--- src/rtl/tmds_gearbox_ser.sv ---
// tmds_gearbox_ser
//
// TMDS serialiser gearbox. It takes one pre-encoded 10-bit symbol per data
// channel through a valid/ready handshake and emits SER_W bits per channel
// on every clk cycle. It also generates a TMDS clock-channel pattern that is
// phase-aligned with the data channels. If no symbol set is offered at a load
// slot, IDLE_SYM is sent in its place and the sticky underflow flag is set.
//
// Ports
//   clk            serial-word clock (TMDS bit rate / SER_W)
//   rst            synchronous, active-high reset
//   sym_in         channel k symbol in bits [10k+9:10k]
//   sym_valid      sym_in holds a valid symbol set
//   sym_ready      a new symbol set is taken at the next clk edge
//   ser_out        channel k word in bits [SER_W*k +: SER_W]; LSB is first in time
//   clk_out        clock-channel word, same bit ordering as ser_out
//   underflow      sticky: a load slot occurred with sym_valid low
//   clr_underflow  clears underflow (a new miss in the same cycle wins)
module tmds_gearbox_ser #(
  parameter int          NUM_CH    = 3,
  parameter int          SER_W     = 2,
  parameter bit          MSB_FIRST = 1'b0,
  parameter logic [9:0]  IDLE_SYM  = 10'b1101010100
) (
  input  logic                    clk,
  input  logic                    rst,
  input  logic [NUM_CH*10-1:0]    sym_in,
  input  logic                    sym_valid,
  output logic                    sym_ready,
  output logic [NUM_CH*SER_W-1:0] ser_out,
  output logic [SER_W-1:0]        clk_out,
  output logic                    underflow,
  input  logic                    clr_underflow
);

  // Bit order applied to every value entering a shift register. The
  // registers always shift right, so reversing on load is all MSB_FIRST needs.
  function automatic logic [9:0] orient(input logic [9:0] v);
    logic [9:0] r;
    r = v;
    if (MSB_FIRST) begin
      for (int i = 0; i < 10; i++) begin
        r[i] = v[9-i];
      end
    end
    return r;
  endfunction

  localparam int             LOADS     = 10 / SER_W;
  localparam int             CNT_W     = (LOADS > 1) ? $clog2(LOADS) : 1;
  localparam logic [CNT_W-1:0] LAST    = CNT_W'(LOADS - 1);
  localparam logic [9:0]     CLK_PAT   = 10'b0000011111;
  localparam logic [9:0]     CLK_LOAD  = orient(CLK_PAT);
  localparam logic [9:0]     IDLE_LOAD = orient(IDLE_SYM);

  generate
    if (!(SER_W == 1 || SER_W == 2 || SER_W == 5 || SER_W == 10)) begin : g_bad_ser_w
      $error("tmds_gearbox_ser: SER_W must be 1, 2, 5 or 10");
    end
  endgenerate

  logic [CNT_W-1:0]        cnt_q, cnt_d;
  logic [NUM_CH-1:0][9:0]  data_q, data_d;
  logic [9:0]              clk_q, clk_d;
  logic                    uf_q, uf_d;
  logic                    load;

  // Load slot is decoded from the phase register only, so sym_ready has
  // no combinational dependence on any input.
  assign load = (cnt_q == LAST);

  always_comb begin
    cnt_d  = cnt_q;
    data_d = '0;
    clk_d  = clk_q;
    uf_d   = uf_q;

    if (load) begin
      cnt_d = '0;
      clk_d = CLK_LOAD;
      for (int k = 0; k < NUM_CH; k++) begin
        data_d[k] = sym_valid ? orient(sym_in[10*k +: 10]) : IDLE_LOAD;
      end
    end else begin
      cnt_d = cnt_q + CNT_W'(1);
      clk_d = clk_q >> SER_W;
      for (int k = 0; k < NUM_CH; k++) begin
        data_d[k] = data_q[k] >> SER_W;
      end
    end

    // A miss in the same cycle as a clear keeps the flag set.
    if (load && !sym_valid) begin
      uf_d = 1'b1;
    end else if (clr_underflow) begin
      uf_d = 1'b0;
    end
  end

  always_ff @(posedge clk) begin
    if (rst) begin
      cnt_q <= LAST;
      clk_q <= CLK_LOAD;
      uf_q  <= 1'b0;
      for (int k = 0; k < NUM_CH; k++) begin
        data_q[k] <= IDLE_LOAD;
      end
    end else begin
      cnt_q  <= cnt_d;
      data_q <= data_d;
      clk_q  <= clk_d;
      uf_q   <= uf_d;
    end
  end

  generate
    for (genvar k = 0; k < NUM_CH; k++) begin : g_out
      assign ser_out[SER_W*k +: SER_W] = data_q[k][SER_W-1:0];
    end
  endgenerate

  assign clk_out   = clk_q[SER_W-1:0];
  assign sym_ready = load;
  assign underflow = uf_q;

endmodule

--- config.mk ---
export PLATFORM = sky130hd
export DESIGN_NAME = tmds_gearbox_ser
export DESIGN_NICKNAME = d
export VERILOG_FILES = /design/src/rtl/tmds_gearbox_ser.sv
export SDC_FILE = /design/constraint.sdc
export NUM_CORES = 1
export LEC_CHECK = 0
export ABC_AREA = 1
export CAP_MARGIN = 20
export CORE_ASPECT_RATIO = 1.5
export CORE_MARGIN = 1.5
export CORE_UTILIZATION = 46
export DETAILED_ROUTE_END_ITERATION = 10
export GPL_TIMING_DRIVEN = 1
export PLACE_DENSITY_LB_ADDON = 0.2
export SETUP_SLACK_MARGIN = 0.2
export SLEW_MARGIN = 10
export SYNTH_ARGS = -nofsm -noshare
export SYNTH_HDL_FRONTEND = slang
export SYNTH_SLANG_ARGS = --single-unit
--- constraint.sdc ---
create_clock -name clk -period 1.5 [get_ports clk]
set_input_delay 0.375 -clock clk [delete_from_list [all_inputs] [get_ports clk]]
set_output_delay 0.375 -clock clk [all_outputs]
set_load 0.005 [all_outputs]
# Yosys cells after proc, flatten, opt, wreduce, memory -nomap -nowiden
# Cells that the tools add are included.
# W data, S select, Z words.
dict set report word_totals {
  word_cells 21
  ff_bits 44
  inputBits 34
  output_inout_bits 10
}
dict set report classes {
  eq_ne 1
  add_sub_neg 1
  n_reduce_logical 4
  n_mux 7
}
# op count
set ops {}
lappend ops {{$mux W10} 3}
lappend ops {{$mux W30} 1}
lappend ops {{$add A3 B1 Y3 const B} 1}
lappend ops {{$eq A3 B3 Y1 const B} 1}
lappend ops {{$mux W3} 1}
lappend ops {{$mux W1} 2}
lappend ops {{$reduce_bool A2 Y1} 1}
lappend ops {{$reduce_or A2 Y1} 1}
lappend ops {{$logic_and A1 B1 Y1} 1}
lappend ops {{$logic_not A1 Y1} 1}

# Logic depth before layout (Yosys ltp)
# Gate-level depths: netlist of run 1.
dict set report logic_depth {
  word_depth 3
  depth_mapped 7
  ltp_nobuf 7
}

# Worst setup path before layout of run 1
# OpenSTA, ideal clock, no wires.
dict set report synth_timing {
  kind {reg-to-output}
  from {register cnt_q[0]}
  to {output sym_ready}
  stages_incl_launch_ff 6
  arrival_ns 0.893
  t_required_ns 1.125
  slack_ns 0.232
  n_path_buf 1
  path_cell_list {dfxtp_1 -> inv_1 -> ha_1 -> nand2_4 -> inv_2 -> buf_6}
}
dict set report synth_via {
  elab_chain_len 1
}
# item line_no
set synth_rtl {}
lappend synth_rtl {{from (decl)} 62} ;# logic [CNT_W-1:0] cnt_q, cnt_d;
lappend synth_rtl {{from (signal assigned)} 109} ;# cnt_q <= cnt_d;
lappend synth_rtl {{$eq A3 B3 Y1} 70} ;# assign load = (cnt_q == LAST);
lappend synth_rtl {{to (decl)} 29} ;# output logic sym_ready,
# Every way passes these cells.

# Worst setup path in the final report of run 1
dict set report layout_timing {
  from {register cnt_q[1]}
  to {output sym_ready}
}
# The elaborated chain is that of the path after synthesis.

==> results.md, run 1 <==
- CP arrival: 1.01 ns
- Post-synthesis net count: 228
- Worst-Skew Late Latency: 0.28 ns
- Leak pwr: 0.952 nW
- Die Area: 3570 µm²
- Core Area: 3100 µm²
- CP Capture Type: output port
- Antenna fix cells: 0
- Fin crit share: 0.924
- Max transition margin: 0.838
- Critical path's slowest cell: dfxtp_2
- Cell Chain, Critical Path: inv_2 > ha_4 > nand2_4 > inv_2 > buf_2
- Mapped Area: 1480 µm²
- Hold Crit Class: register to register
- Final setup vio count: 0
- Cell Pwr Density: 1450 nW/µm²
- Wl on met1: 1090 µm
- Worst setup path category: register to output port
- Clock skew: 0.00246 ns
- Total wire length: 2810 µm
- Rows: 25
- Largest delay contributor family on the critical path: flip-flops
- DR iter-0 viols: 22
- Via/cell ratio: 4.61
- Area leader, netlist: dfxtp_1
- Max incr delay on CP: 0.33 ns
- Longest Clk Path Bufs: 2
- Area after DPL: 1900 µm²
- # port buffers: 43
- Synth unique cells: 18
- Routed vias: 1282
- Nets: 273
- Die Span Y: 72.5 µm
- Worst Tran Pin Value: 0.243 ns
- Synthesized flop and latch total: 37
- Synth top area cells: dfxtp_1 50%, nand2_1 11%, nor2_1 6.1%
- Clock-pin slew on the worst setup and hold paths: 0.06 ns
- Post-synthesis instance total: 192
- Routed Antenna Nets: 0
- Crit path top cell by count: inv_2
- Post-Layout Inst Area: 2030 µm²
- Share of the synthesized area in the top cell type: 0.500
- Ports: 44
- Clock sink count: 37
- Fin. Hold Viols: 0
- Die Span X: 49.3 µm
- Place WS: -0.0176 ns
- Unrepaired setup endpoints after global routing: yes
- Critical path fanouts, max: 2
- Metal2 WL: 1550 µm
- DRT Pass-1 Iters: 4
- Initial antenna violation count: 0
- CTS tree: yes
- Tmin final: 1.39 ns
- Largest net degree at the start of global routing: 32
- Initial Util: 0.478
- Pins Over Slew Limit: 0
- Startpoint type of the worst setup path: register
- Total grt overflow: 0
- DRC violations left: 0
- Required time worst endpoint: 1.12 ns
- First-pass GRT wire length: 4560 µm
- Synth warn: 0
- Worst vdd ir: 1110 µV
- Root Buffer Master: clkbuf_8
- Share of cells above drive strength 1: 0.134
- TritonCTS Buffers: 5
- Status: completed
- Post-synthesis sequential area ratio: 0.500
- Routed WL per cell: 10.1 µm
- Vias in the first global route: 1229
- Max Used Layer: met4
- Hold-fix buffers, CTS: 0
- Syn avg cell area: 7.71 µm²
- GRT Resource Usage Total: 0.164
- Max Cap Viol: 0
- Max frequency: 0.722 GHz
- Min setup slack post-route: 0.114 ns
- Hpwl dp: 1970 µm
- Placer congestion estimate: 0.663
- Synth-to-Final Area Change: 37.4%
- H-tree levels: 2
- CP bufs+invs: 3
- Met3 WL: 135 µm
[synth_stat cells]
cell / number
buf_4: 9
o21ai_0: 11
buf_2: 3
a21oi_1: 16
dfxtp_1: 37
clkbuf_2: 1
nor2_1: 24
or2_2: 3
nand3_1: 9
nand3_2: 1
inv_1: 19
o21ai_1: 4
ha_1: 2
clkbuf_1: 2
nand2_1: 44
nand2_4: 1
buf_6: 4
inv_2: 2
[registers in the layout (all words and copies together), names as in the netlist]
| signal | cells |
|---|---|
| clk_q | 3 |
| cnt_q | 3 |
| data_q | 24 |
| ser_out | 6 |
| underflow | 1 |
[worst register-to-register path: cells and delay by family (launching register included)]
| family | cells | cell delay, ns |
|---|---|---|
| simple gates | 3 | 0.44 |
| flops | 1 | 0.33 |
| buf+inv | 2 | 0.26 |
| fa+ha+maj | 1 | 0.16 |
[placed cells by master (no fill, tap or decap), drive strengths merged]
| master | count |
|---|---|
| nand2 | 45 |
| dfxtp | 37 |
| clkdlybuf4s50 | 33 |
| nor2 | 24 |
| inv | 21 |
| a21oi | 16 |
| o21ai | 15 |
| buf | 14 |
| nand3 | 10 |
| dlygate4sd2 | 9 |
| clkbuf | 9 |
| or2 | 3 |
| ha | 2 |
[cell families after synthesis]
family,count (synthesis),share of synthesized area
simple gates,82,0.230
buf+inv,40,0.148
flops,37,0.500
compound gates,31,0.105
fa+ha+maj,2,0.0169
[path summary, 6_finish.rpt]
kind | startpoint | to | slack [ns] | depth (start not counted)
worst max register to register | cnt_q[1] | clk_q[2] | 0.20 | 6
worst max-delay path | cnt_q[1] | sym_ready | 0.11 | 5
worst min-delay path | clk_q[3] | clk_q[2] | 0.42 | 1
worst min register to register | clk_q[3] | clk_q[2] | 0.42 | 1
[cell type report]
| type | instances | area (µm²) |
|---|---|---|
| fillers | 273 | 1060 |
| well taps | 40 | 50.0 |
| multi-input cells | 115 | 533 |
| inverters | 21 | 78.8 |
| clock buffers | 8 | 80.1 |
| flip-flops and latches | 37 | 743 |
| repair buffers | 57 | 549 |
[timing repair]
item / 4_1_cts / 5_1_grt
resized for setup: 19 / 3
hold endpoints to repair: 0 / 0
buffers inserted: 1 / 2
setup endpoints to repair: 30 / 23
cloned: 0 / 1
pin swaps: 1 / 1
[layer usage]
metal,GRT usage,vias to the layer above
li1,-,671
met1,0.145,574
met2,0.333,32
met3,0.0514,5
met4,0.0571,0
met5,0,-
[power by group]
part           total, W  leakage (nW)  internal, W  switching [W]
combinational   0.00103         0.605     0.000528       0.000506
clock          0.000637        0.0395     0.000329       0.000307
sequential      0.00129         0.308      0.00122      0.0000701
total           0.00296         0.952      0.00207       0.000884
[through the flow]
step                      total power (W)  utilization  instances  hold slack, ns  TNS (ns)
after CTS                         0.00288        0.641        275           0.425         0
after global routing              0.00319        0.657        278           0.454         0
final                             0.00296        0.657        278           0.418         0
after detailed placement          0.00224        0.612        266           0.409   -0.0176
after global placement            0.00220        0.612        266           0.398  -0.00436
after floorplan                   0.00198            -        192           0.393         0
Power figures use the tool's default switching activity.
==> inputs of run 2 (changes only) <==
SKIP_LAST_GASP = 1   (was not set)
clock period = 1.4 ns   (was 1.5 ns; I/O delays follow)
==> run 2 against run 1 <==
Sequential power increased by 7%; clock power increased by 9.6%; critical path depth unchanged; sequential cell count unchanged; combinational power increased by 63%; largest cell class unchanged; highest routed layer unchanged.
==> results.md, run 2 (same netlist as run 1, synthesis figures left out) <==
- Leak pwr: 1.03 nW (was 0.952 nW)
- Fin. Hold Viols: 0 (unchanged)
- Rows: 25 (unchanged)
- Via/cell ratio: 4.81 (was 4.61)
- Die Span Y: 72.5 µm (unchanged)
- CTS tree: yes (unchanged)
- Tmin final: 1.37 ns
- Routed WL per cell: 12.5 µm (was 10.1 µm)
- Die Area: 3570 µm² (unchanged)
- Worst vdd ir: 1060 µV (was 1110 µV)
- Share of cells above drive strength 1: 0.241 (was 0.134)
- Commonest non-fill, non-tap cell in the layout: nand2_1 (unchanged)
- Clock skew: 0.00448 ns (was 0.00246 ns)
- M3 GR Usage: 0.0473 (was 0.0514)
- Place WS: -0.116 ns (was -0.0176 ns)
- CP Capture Type: output port (unchanged)
- Antenna fix cells: 0 (unchanged)
- Root Buffer Master: clkbuf_8 (unchanged)
- Hold-fix buffers, CTS: 0 (unchanged)
- H-tree levels: 2 (unchanged)
- Pins Over Slew Limit: 0 (unchanged)
- Largest Register: data_q (unchanged)
- CP arrival: 1.02 ns (was 1.01 ns)
- Initial antenna violation count: 0 (unchanged)
- Largest net degree at the start of global routing: 20 (was 32)
- Fin crit share: 0.981
- Placed Instances: 267 (was 266)
- DR iter-0 viols: 21 (was 22)
- Status: completed (unchanged)
- Total grt overflow: 0 (unchanged)
- Hold Crit Class: register to register (unchanged)
- Clock-pin slew on the worst setup and hold paths: 0.07 ns (was 0.06 ns)
- Total wire length: 3570 µm (was 2810 µm)
- Grt met1 use: 0.193 (was 0.145)
- Synth-to-Final Area Change: 54.4% (was 37.4%)
- Ports: 44 (unchanged)
- Clock sink count: 37 (unchanged)
- Grt peak-use layer: met2 (unchanged)
- DRT Pass-1 Iters: 4 (unchanged)
- Largest register FFs: 24 (unchanged)
- Vias in the first global route: 1249 (was 1229)
- Unrepaired setup endpoints after global routing: yes (unchanged)
- Max frequency: 0.728 GHz
- Initial Util: 0.478 (unchanged)
- Placer congestion estimate: 0.752 (was 0.663)
- Routed Antenna Nets: 0 (unchanged)
- GR Layer Usage met2: 0.356 (was 0.333)
- GRT Resource Usage Total: 0.189 (was 0.164)
- Startpoint type of the worst setup path: register (unchanged)
- Core Area: 3100 µm² (unchanged)
- Worst Tran Pin Value: 0.278 ns (was 0.243 ns)
- # port buffers: 43 (unchanged)
- Hold WS: 0.413 ns (was 0.418 ns)
- Longest Clk Path Bufs: 2 (unchanged)
- Max transition margin: 0.815 (was 0.838)
- Die Span X: 49.3 µm (unchanged)
- Required time worst endpoint: 1.05 ns (was 1.12 ns)
- Worst setup path category: register to output port (unchanged)
- Cell Pwr Density: 1650 nW/µm² (was 1450 nW/µm²)
- Final core utilization: 0.738 (was 0.657)
- TritonCTS Buffers: 5 (unchanged)
- Nets: 280 (was 273)
- Fillers: 213 (was 273)
- Worst-Skew Late Latency: 0.29 ns (was 0.28 ns)
- Hpwl dp: 2020 µm (was 1970 µm)
- Critical path fanouts, max: 2 (unchanged)
- Final Non-Filler Cells: 285 (was 278)
- Max Cap Viol: 0 (unchanged)
- First-pass GRT wire length: 5140 µm (was 4560 µm)
- DRC violations left: 0 (unchanged)
- Most frequent cells in the layout: 43 x nand2_1, 33 x clkdlybuf4s50_1, 32 x dfxtp_1 (was 44 x nand2_1, 35 x dfxtp_1, 33 x clkdlybuf4s50_1)
- Routed vias: 1371 (was 1282)
- Min setup slack post-route: 0.0262 ns (was 0.114 ns)
- Final setup vio count: 0 (unchanged)
## run 2: cell count changes in the layout (fill, tap and decap cells not counted), moves of 4 or more
cell / delta
a21oi_4: +4
dlygate4sd2_1: -8
clkdlybuf4s15_1: +7
a21oi_1: -13
a21oi_2: +9
## run 2: layout make-up
cell class                 count  area, µm²  share of cell area
clock buffer                   8       80.1              0.0350
inverter                      21       78.8              0.0345
multi-input combinational    115        626               0.274
sequential                    37        747               0.327
tap                           40       50.0              0.0219
timing repair buffer          64        703               0.308
## run 2: critical path, cell delays in order (launching register included)
cell and delay (ns):
dfxtp_2 0.34, inv_2 0.04, ha_4 0.16, nand2_4 0.05, inv_2 0.03, buf_2 0.11
## run 2: worst paths after layout
path	end	startpoint	depth (start not counted)	slack [ns]
max	sym_ready	cnt_q[1]	5	0.03
min	clk_q[2]	clk_q[3]	1	0.41
max reg2reg	data_q[25]	cnt_q[1]	9	0.07
min reg2reg	clk_q[2]	clk_q[3]	1	0.41
## run 2: per-stage QoR
stage | power (W) | instance area (µm²) | TNS [ns]
6_report | 0.00376 | 2280 | 0
5_1_grt | 0.00400 | 2280 | -0.00917
4_1_cts | 0.00327 | 2050 | -0.00987
3_5_place_dp | 0.00242 | 1910 | -1.03
3_3_place_gp | 0.00238 | 1910 | -0.136
2_1_floorplan | 0.00213 | 1480 | 0
## run 2: repair_timing
| item | CTS | global route |
|---|---|---|
| resized for setup | 30 | 31 |
| pin swaps | 1 | 9 |
| setup endpoints to repair | 39 | 26 |
| gates cloned | 1 | 6 |
| setup buffers | 1 | 2 |
## run 2: power breakdown
| group | total (W) | switching (W) | internal [W] |
|---|---|---|---|
| combinational | 0.00168 | 0.000755 | 0.000925 |
| sequential | 0.00138 | 0.0000797 | 0.00130 |
| clock | 0.000698 | 0.000345 | 0.000353 |
| total | 0.00376 | 0.00118 | 0.00258 |
## run 2: routing by layer
layer / vias to the layer above / wire (µm)
met5: - / 0
met4: 0 / 31
met3: 4 / 152
met2: 42 / 1970
met1: 637 / 1420
li1: 688 / -
